[src/rtl/md_pkg.sv]
// ============================================================================
// Module : md_pkg
// Brief  : Shared types and helpers for the iterative multiply/divide unit.
// Rev    : 1.0  initial release
// ============================================================================
`default_nettype none

package md_pkg;

    typedef enum logic [1:0] {
        MD_MULT  = 2'b00,
        MD_MULTU = 2'b01,
        MD_DIV   = 2'b10,
        MD_DIVU  = 2'b11
    } md_op_t;

    typedef enum logic [1:0] {
        MD_IDLE = 2'b00,
        MD_RUN  = 2'b01,
        MD_FIN  = 2'b10
    } md_state_t;

    function automatic logic is_signed(input md_op_t op);
        return (op == MD_MULT) || (op == MD_DIV);
    endfunction

    function automatic logic is_div(input md_op_t op);
        return (op == MD_DIV) || (op == MD_DIVU);
    endfunction

endpackage

`default_nettype wire

[src/rtl/mult_div_unit_cond_neg.sv]
// ============================================================================
// Module : cond_neg
// Brief  : Combinational conditional two's-complement negate.
// Rev    : 1.0  initial release
// ============================================================================
`default_nettype none

module cond_neg #(
    parameter int W = 32
) (
    input  logic [W-1:0] x,
    input  logic         neg,
    output logic [W-1:0] res
);

    assign res = neg ? (~x + W'(1)) : x;

endmodule

`default_nettype wire

[src/rtl/mult_div_unit.sv]
// ============================================================================
// Module : mult_div_unit
// Brief  : Radix-2 MIPS multiply/divide unit owning HI/LO; one bit per cycle.
//          Optional divide-by-zero flag output enabled by MD_DIVZERO_FLAG_EN.
// Rev    : 1.0  initial release
// ============================================================================
`default_nettype none

module mult_div_unit
    import md_pkg::*;
#(
    parameter int N = 32
) (
    input  logic         clk,
    input  logic         rst_n,
    input  logic         start,
    input  md_op_t       op,
    input  logic [N-1:0] a,
    input  logic [N-1:0] b,
    input  logic         hi_we,
    input  logic         lo_we,
    input  logic [N-1:0] wdata,
    output logic         busy,
    output logic         done,
    output logic [N-1:0] hi,
    output logic [N-1:0] lo
`ifdef MD_DIVZERO_FLAG_EN
    ,
    output logic         divz
`endif
);

    localparam int CW = $clog2(N);

    md_state_t     r_state;
    md_op_t        r_op;
    logic [CW-1:0] r_cnt;
    logic [2*N-1:0] r_acc;
    logic [N-1:0]  r_opnd;
    logic [N-1:0]  r_a_raw;
    logic          r_neg_res;
    logic          r_neg_rem;
    logic          r_divz;

    logic [N-1:0]   w_abs_a;
    logic [N-1:0]   w_abs_b;
    logic [2*N-1:0] w_prod;
    logic [N-1:0]   w_quot;
    logic [N-1:0]   w_rem;
    logic [N:0]     w_sum;
    logic [N:0]     w_trial;
    logic [2*N-1:0] w_acc_next;

    cond_neg #(.W(N)) u_abs_a (
        .x(a), .neg(is_signed(op) & a[N-1]), .res(w_abs_a)
    );

    cond_neg #(.W(N)) u_abs_b (
        .x(b), .neg(is_signed(op) & b[N-1]), .res(w_abs_b)
    );

    cond_neg #(.W(2*N)) u_prod (
        .x(r_acc), .neg(r_neg_res), .res(w_prod)
    );

    cond_neg #(.W(N)) u_quot (
        .x(r_acc[N-1:0]), .neg(r_neg_res), .res(w_quot)
    );

    cond_neg #(.W(N)) u_rem (
        .x(r_acc[2*N-1:N]), .neg(r_neg_rem), .res(w_rem)
    );

    // Multiply: {partial, multiplier} shifts right, adding the multiplicand on
    // LSB=1. Divide: {remainder, dividend} shifts left; quotient bits fill in.
    always_comb begin
        w_sum      = {1'b0, r_acc[2*N-1:N]} + (r_acc[0] ? {1'b0, r_opnd} : '0);
        w_trial    = r_acc[2*N-1:N-1] - {1'b0, r_opnd};
        w_acc_next = {w_sum, r_acc[N-1:1]};
        if (is_div(r_op)) begin
            if (!w_trial[N]) begin
                w_acc_next = {w_trial[N-1:0], r_acc[N-2:0], 1'b1};
            end else begin
                w_acc_next = {r_acc[2*N-2:0], 1'b0};
            end
        end
    end

    always_ff @(posedge clk or negedge rst_n) begin
        if (!rst_n) begin
            r_state   <= MD_IDLE;
            r_op      <= MD_MULT;
            r_cnt     <= '0;
            r_acc     <= '0;
            r_opnd    <= '0;
            r_a_raw   <= '0;
            r_neg_res <= 1'b0;
            r_neg_rem <= 1'b0;
            r_divz    <= 1'b0;
            busy      <= 1'b0;
            done      <= 1'b0;
            hi        <= '0;
            lo        <= '0;
`ifdef MD_DIVZERO_FLAG_EN
            divz      <= 1'b0;
`endif
        end else begin
            done <= 1'b0;
`ifdef MD_DIVZERO_FLAG_EN
            divz <= 1'b0;
`endif
            case (r_state)
                MD_IDLE: begin
                    if (start) begin
                        r_op      <= op;
                        r_neg_res <= is_signed(op) & (a[N-1] ^ b[N-1]);
                        r_neg_rem <= is_signed(op) & is_div(op) & a[N-1];
                        r_divz    <= is_div(op) & (b == '0);
                        r_a_raw   <= a;
                        r_opnd    <= is_div(op) ? w_abs_b : w_abs_a;
                        r_acc     <= {{N{1'b0}}, (is_div(op) ? w_abs_a : w_abs_b)};
                        r_cnt     <= CW'(N - 1);
                        busy      <= 1'b1;
                        r_state   <= MD_RUN;
                    end else begin
                        if (hi_we) hi <= wdata;
                        if (lo_we) lo <= wdata;
                    end
                end
                MD_RUN: begin
                    r_acc <= w_acc_next;
                    if (r_cnt == '0) begin
                        r_state <= MD_FIN;
                    end else begin
                        r_cnt <= r_cnt - CW'(1);
                    end
                end
                MD_FIN: begin
                    if (!is_div(r_op)) begin
                        hi <= w_prod[2*N-1:N];
                        lo <= w_prod[N-1:0];
                    end else if (r_divz) begin
                        hi <= r_a_raw;
                        lo <= {N{1'b1}};
                    end else begin
                        hi <= w_rem;
                        lo <= w_quot;
                    end
`ifdef MD_DIVZERO_FLAG_EN
                    divz    <= r_divz;
`endif
                    done    <= 1'b1;
                    busy    <= 1'b0;
                    r_state <= MD_IDLE;
                end
                default: begin
                    r_state <= MD_IDLE;
                end
            endcase
        end
    end

endmodule

`default_nettype wire
[config.mk]
export PLATFORM = sky130hd
export DESIGN_NAME = mult_div_unit
export DESIGN_NICKNAME = d
export VERILOG_FILES = /design/src/rtl/md_pkg.sv /design/src/rtl/mult_div_unit_cond_neg.sv /design/src/rtl/mult_div_unit.sv
export SDC_FILE = /design/constraint.sdc
export NUM_CORES = 1
export LEC_CHECK = 0
export CAP_MARGIN = 15
export CORE_MARGIN = 4
export CORE_UTILIZATION = 40
export CTS_BUF_LIST = sky130_fd_sc_hd__clkbuf_8
export DETAILED_ROUTE_END_ITERATION = 6
export PLACE_DENSITY = 0.68
export SLEW_MARGIN = 25
export SYNTH_ARGS = -nofsm -noshare
export SYNTH_HDL_FRONTEND = slang
export SYNTH_SLANG_ARGS = --single-unit
[constraint.sdc]
create_clock -name clk -period 9.2 [get_ports clk]
set_input_delay 1.38 -clock clk [delete_from_list [all_inputs] [get_ports clk]]
set_output_delay 1.38 -clock clk [all_outputs]
set_load 0.01 [all_outputs]
# After elaboration in Yosys (flattened, before gate mapping)
# Index checks and enable logic that the tools add are counted.
# word_totals
input_bits	103
output_inout_bits	66
wordCells	92
ff_bits	206
# op_classes
add_sub_neg	8
n_mux	31
eq_ne	12
n_reduce_logical	16
n_bitwise	12
# ops
op	n
$mux W32	15
$mux W64	4
$add A32 B1 Y32 const B	4
$not A32 Y32	4
$pmux W32 S2	2
$pmux W64 S2	1
$add A64 B1 Y64 const B	1
$not A64 Y64	1
$add A32 B32 Y33	1
$sub A33 B32 Y33	1
$logic_not A32 Y1	1
$ne A2 B2 Y1 const B	6
$eq A2 B2 Y1 const B	5
$mux W5	2
$pmux W5 S2	1
$reduce_and A3 Y1	3
$reduce_and A2 Y1	4
$and A1 B1 Y1	6
$logic_not A5 Y1	1
$sub A5 B1 Y5 const B	1
$logic_not A2 Y1	2
$mux W2	2
$pmux W2 S2	1
$reduce_bool A2 Y1	2
5 further kinds	8

# Longest topological paths before layout
# logic_depth
depth_word	7
ltp_mapped	14
ltp_nobuf	13

# Hierarchy
# Synthesis repeated with hierarchy kept, for this count alone.
# hier_totals
cells_unflattened	2318
area_unflattened_um2	19222.2
# modules_own_cells
module	seq_area_each_um2	cells_each	instances	area_each_um2
mult_div_unit	5129.9	1716	1	14465.1
cond_neg at u_abs_a ...	0.0	99	4	777.0
cond_neg at u_prod	0.0	206	1	1649.1

# Worst setup path after synthesis
# OpenSTA, ideal clock, no wires.
# synth_path
path_kind	input-to-reg
start	input a[5]
end	register r_acc[26]
setup_ps	121
setup_slack_ps	5661
required_time_ps	9079
arrival_time_ps	3418
n_path_buf	0
path_stages	9
path_cell_list	nor4_1 and3_1 nand2_1 o21ai_0 o21ai_0 xor2_1 nand2_1 nand3_1 a22o_1
# synth_between
elab_chain_cells	6
# synth_rtl
element	line_no	text
start: declaration	mult_div_unit.sv:18	input logic [N-1:0] a,
$not A32 Y32	mult_div_unit_cond_neg.sv:16	assign res = neg ? (~x + W'(1)) : x;
$add A32 B1 Y32	mult_div_unit_cond_neg.sv:16	
$mux W32	mult_div_unit_cond_neg.sv:16	
$mux W32	mult_div_unit.sv:121	r_acc <= {{N{1'b0}}, (is_div(op) ? w_abs_a : w_abs_b)};
$mux W64	mult_div_unit.sv:114	if (start) begin
$pmux W64 S2	mult_div_unit.sv:112	case (r_state)
end signal: assignment	mult_div_unit.sv:121	
end signal: assignment	mult_div_unit.sv:131	r_acc <= w_acc_next;
end: declaration	mult_div_unit.sv:38	logic [2*N-1:0] r_acc;
# No other way between the ends. The select of a mux whose other input is x is not followed.
# A chain may end at the register's enable or synchronous reset.

# Final worst setup path
# layout_path
start	input a[3]
end	register r_opnd[28]
# layout_between
elab_chain_cells	4
# layout_rtl
element	line_no	text
$not A32 Y32	mult_div_unit_cond_neg.sv:16	
$add A32 B1 Y32	mult_div_unit_cond_neg.sv:16	
$mux W32	mult_div_unit_cond_neg.sv:16	
$mux W32	mult_div_unit.sv:120	r_opnd <= is_div(op) ? w_abs_b : w_abs_a;
end signal: assignment	mult_div_unit.sv:120	
end: declaration	mult_div_unit.sv:39	logic [N-1:0] r_opnd;
# No other way between the ends.

==> results.py <==
metrics = {
    "sta": {
        "fin_ws_ns": 4.97,
        "finalHoldViolations": 0,
        "tightest_slew_ns": 1.08,
        "min_period_ns": 4.23,
        "rsz0062_at_grt": "no",
        "max_freq_ghz": 0.237,
        "relSlewSlack_pct": 27.9,
        "fin_crit_sh_pct": 46.0,
        "setup_viol": 0,
        "skew_ns": 0.0178,
        "setup_tns_ns": 0,
        "slew_violations": 0,
    },
    "global_routing": {
        "grt_util_met2_pct": 43.9,
        "use_met1_pct": 39.3,
        "grt_pass1_vias": 17200,
        "grt_max_degree": 103,
        "grt_first_pass_wirelength_mm": 104,
        "grt_use_total_pct": 28.0,
        "grt_overflow": 0,
        "busiest_layer": "met2",
        "met3_usage_pct": 6.60,
        "antenna_found_initial": 3,
    },
    "route": {
        "routedWlPerCell_um": 23.1,
        "viasPerCell": 6.10,
        "dr_total_vias": 17900,
        "wirelength_mm": 68.0,
        "drtAntennaViolNets": 0,
        "first_iter_violations": 1624,
        "first_pass_iters": 5,
        "drc": 0,
    },
    "yosys": {
        "synth_edf_count": 0,
        "postSynth.asyncResetShare_pct": 100,
        "ys_ff_latch": 205,
        "synth_fp_nets": 2423,
        "synth_warnings": 0,
        "yosys.cell_types.count": 89,
        "synth_area_sq_um": 17400,
        "synthCells": 2248,
        "avgSynthCellArea_sq_um": 7.74,
        "ys.flop_type": "dfrtp_1",
        "yosysSeqAreaShare_pct": 29.5,
    },
    "critical_path": {
        "r2r-start": "r_acc[0]",
        "endpoint": "r_opnd[28]",
        "regToRegEndpoint": "r_acc[59]",
        "ff2ff_setup_slack_ns": 5.04,
        "cp_max_fo": 7,
        "max_stage_delay_ns": 0.86,
        "ff2ff_path_depth": 13,
        "path_cells": "clkdlybuf4s50_1, nor4_1, and3_1, nand2_1, o21ai_0, o21ai_0, xnor2_1, nor2_1, o21ai_0, o21ai_0",
        "critPathLaunch": "a[3]",
        "path_buf_inv": 1,
        "worst_setup_path_end_kind": "flop",
        "cp.required_ns": 9.62,
        "cpMaxStageDelayCell": "nor4_1",
        "worst-setup-path-type": "primary input to flop",
        "crit_family": "simple AND/OR/NAND/NOR gates",
        "arrival_ns": 4.65,
        "worstSetupStartpointType": "primary input",
        "cpMostUsedCell": "o21ai_0",
        "crit_cells": 10,
    },
    "clock_tree": {
        "postCtsSetupBuffers": 0,
        "root_buffer": "clkbuf_8",
        "ctsResizeCount": 0,
        "cts_tree": "built",
        "cts_buffers": 38,
        "cts.htree.levels": 2,
        "clk_path_buf_depth": 3,
        "clock-sinks": 205,
        "insertion_delay_ns": 0.56,
        "cts_hold_buf": 0,
        "cts.reportedPaths.clkPinSlew_ns": 0.06,
    },
    "final_layout": {
        "nets": 2498,
        "syn_to_final_growth_pct": 15.2,
        "stdcell_count": 2936,
        "drive_gt1_share_pct": 5.62,
    },
    "pwr": {
        "p_leak_nw": 8.34,
        "ir_drop_mv": 0.155,
        "power.density_nw_per_um2": 404,
    },
    "floorplan": {
        "fp-row-count": 76,
        "die_h_um": 217,
        "die_w_um": 217,
        "die_area_sq_um": 46900,
        "core-area_sq_um": 43100,
        "io_pins": 169,
        "start_util_pct": 40.4,
    },
    "placement": {
        "dp_hpwl_mm": 51.9,
        "dp_worst_setup_slack_ns": 4.49,
        "numPlacedInstances": 2868,
        "port_buffers": 168,
        "gp_congestion": 0.961,
    },
    "job": {
        "max_cap_violations": 0,
    },
    "worst_hold_path": {
        "hold_path.class": "flop to flop",
        "holdPathStages": 2,
    },
    "outcome": {
        "status": "finished, final reports clean",
    },
}
## kinds of logic (layout without fill, tap and decap cells)
family,Yosys count,after routing,synth area share [%]
other,0,2,0
AND/OR/NAND/NOR,804,804,21.5
multiplexers,77,77,4.50
XOR/XNOR,178,178,8.95
buffers and inverters,217,318,5.40
AO/OA/AOI/OAI,695,695,24.9
adder cells (fa/ha/maj),72,72,5.26
flip-flops,205,205,29.5
## area by class of cell
| type | instances | area, sq um |
|---|---|---|
| diodes | 2 | 5.00 |
| clock buffers | 47 | 647 |
| clock inverters | 19 | 95.1 |
| fillers | 4253 | 23000 |
| inverters | 63 | 236 |
| multi-input cells | 1826 | 11400 |
| flip-flops and latches | 205 | 5130 |
| well taps | 585 | 732 |
| repair buffers | 189 | 1840 |
## state kept, by name (all words and copies together) (netlist names)
| name | cells |
|---|---|
| r_op | 1 |
| r_cnt | 5 |
| r_a_raw | 32 |
| r_neg_res | 1 |
| r_neg_rem | 1 |
| lo | 32 |
| done | 1 |
| r_opnd | 32 |
| r_state | 2 |
| r_acc | 64 |
| hi | 32 |
| r_divz | 1 |
| busy | 1 |
## through the flow
| stage | power, W | hold slack [ns] | utilization [%] | cell area (sq um) |
|---|---|---|---|---|
| finish | 0.00811 | 0.484 | 46.6 | 20100 |
| global route | 0.00868 | 0.509 | 46.5 | 20100 |
| CTS | 0.00800 | 0.485 | 46.5 | 20000 |
| detailed placement | 0.00710 | 0.469 | 44.8 | 19300 |
| global placement | 0.00700 | 0.462 | 44.8 | 19300 |
| floorplan | 0.00542 | 0.440 | - | 17400 |
## cell usage in the layout, fill, tap and decap left out, types with 33 or more instances in the layout
cell type,n
a21o_1,39
a21oi_1,195
a32oi_1,34
clkbuf_8,48
clkdlybuf4s50_1,166
dfrtp_1,204
ha_1,70
inv_1,76
mux2i_1,67
nand2_1,365
nand3_1,46
nor2_1,189
nor3_1,33
o21ai_0,216
xnor2_1,82
xor2_1,96
## cells in the mapped netlist, types with 30 or more instances
cell	number	area, sq um
a21oi_1	195	976
nand2_1	366	1370
xnor2_1	82	718
nor2_1	191	717
xor2_1	96	841
nor3_1	33	165
inv_1	63	236
dfrtp_1	205	5130
mux2i_1	67	671
ha_1	70	876
a32oi_1	34	298
a21o_1	39	293
o21ai_0	216	1080
clkbuf_1	121	454
o31ai_1	30	225
nand3_1	46	230
## worst register-to-register path: cells and delay by family, from the launching register on
| family | cells | cell delay, ns |
|---|---|---|
| adders and majority gates | 1 | 0.40 |
| DFF | 1 | 0.48 |
| and+or+nand+nor | 3 | 0.37 |
| AOI/OAI and AO/OA | 6 | 2.05 |
| buffers and inverters | 2 | 0.47 |
| muxes | 1 | 0.26 |
## layer usage
metal  routed length, um  vias up
li1                    -     8227
met3                6480       92
met5                  13        -
met4                1580        2
met2               30500      844
met1               29400     8743
## power by group
group | total [W] | internal (W) | switching, W
sequential | 0.00207 | 0.00135 | 0.000717
combinational | 0.00516 | 0.00211 | 0.00305
clock | 0.000879 | 0.000463 | 0.000416
total | 0.00811 | 0.00392 | 0.00418
## worst min-delay path by stage
stage,startpoint,endpoint,slack (ns)
6_report,r_a_raw[10],r_a_raw[10],0.48
4_1_cts,r_a_raw[10],r_a_raw[10],0.49
3_5_place_dp,busy,busy,0.47
5_1_grt,r_opnd[5],r_opnd[5],0.51
2_1_floorplan,r_a_raw[13],r_a_raw[13],0.44
3_3_place_gp,busy,busy,0.46
No activity file was read; power rests on OpenSTA's default activity.
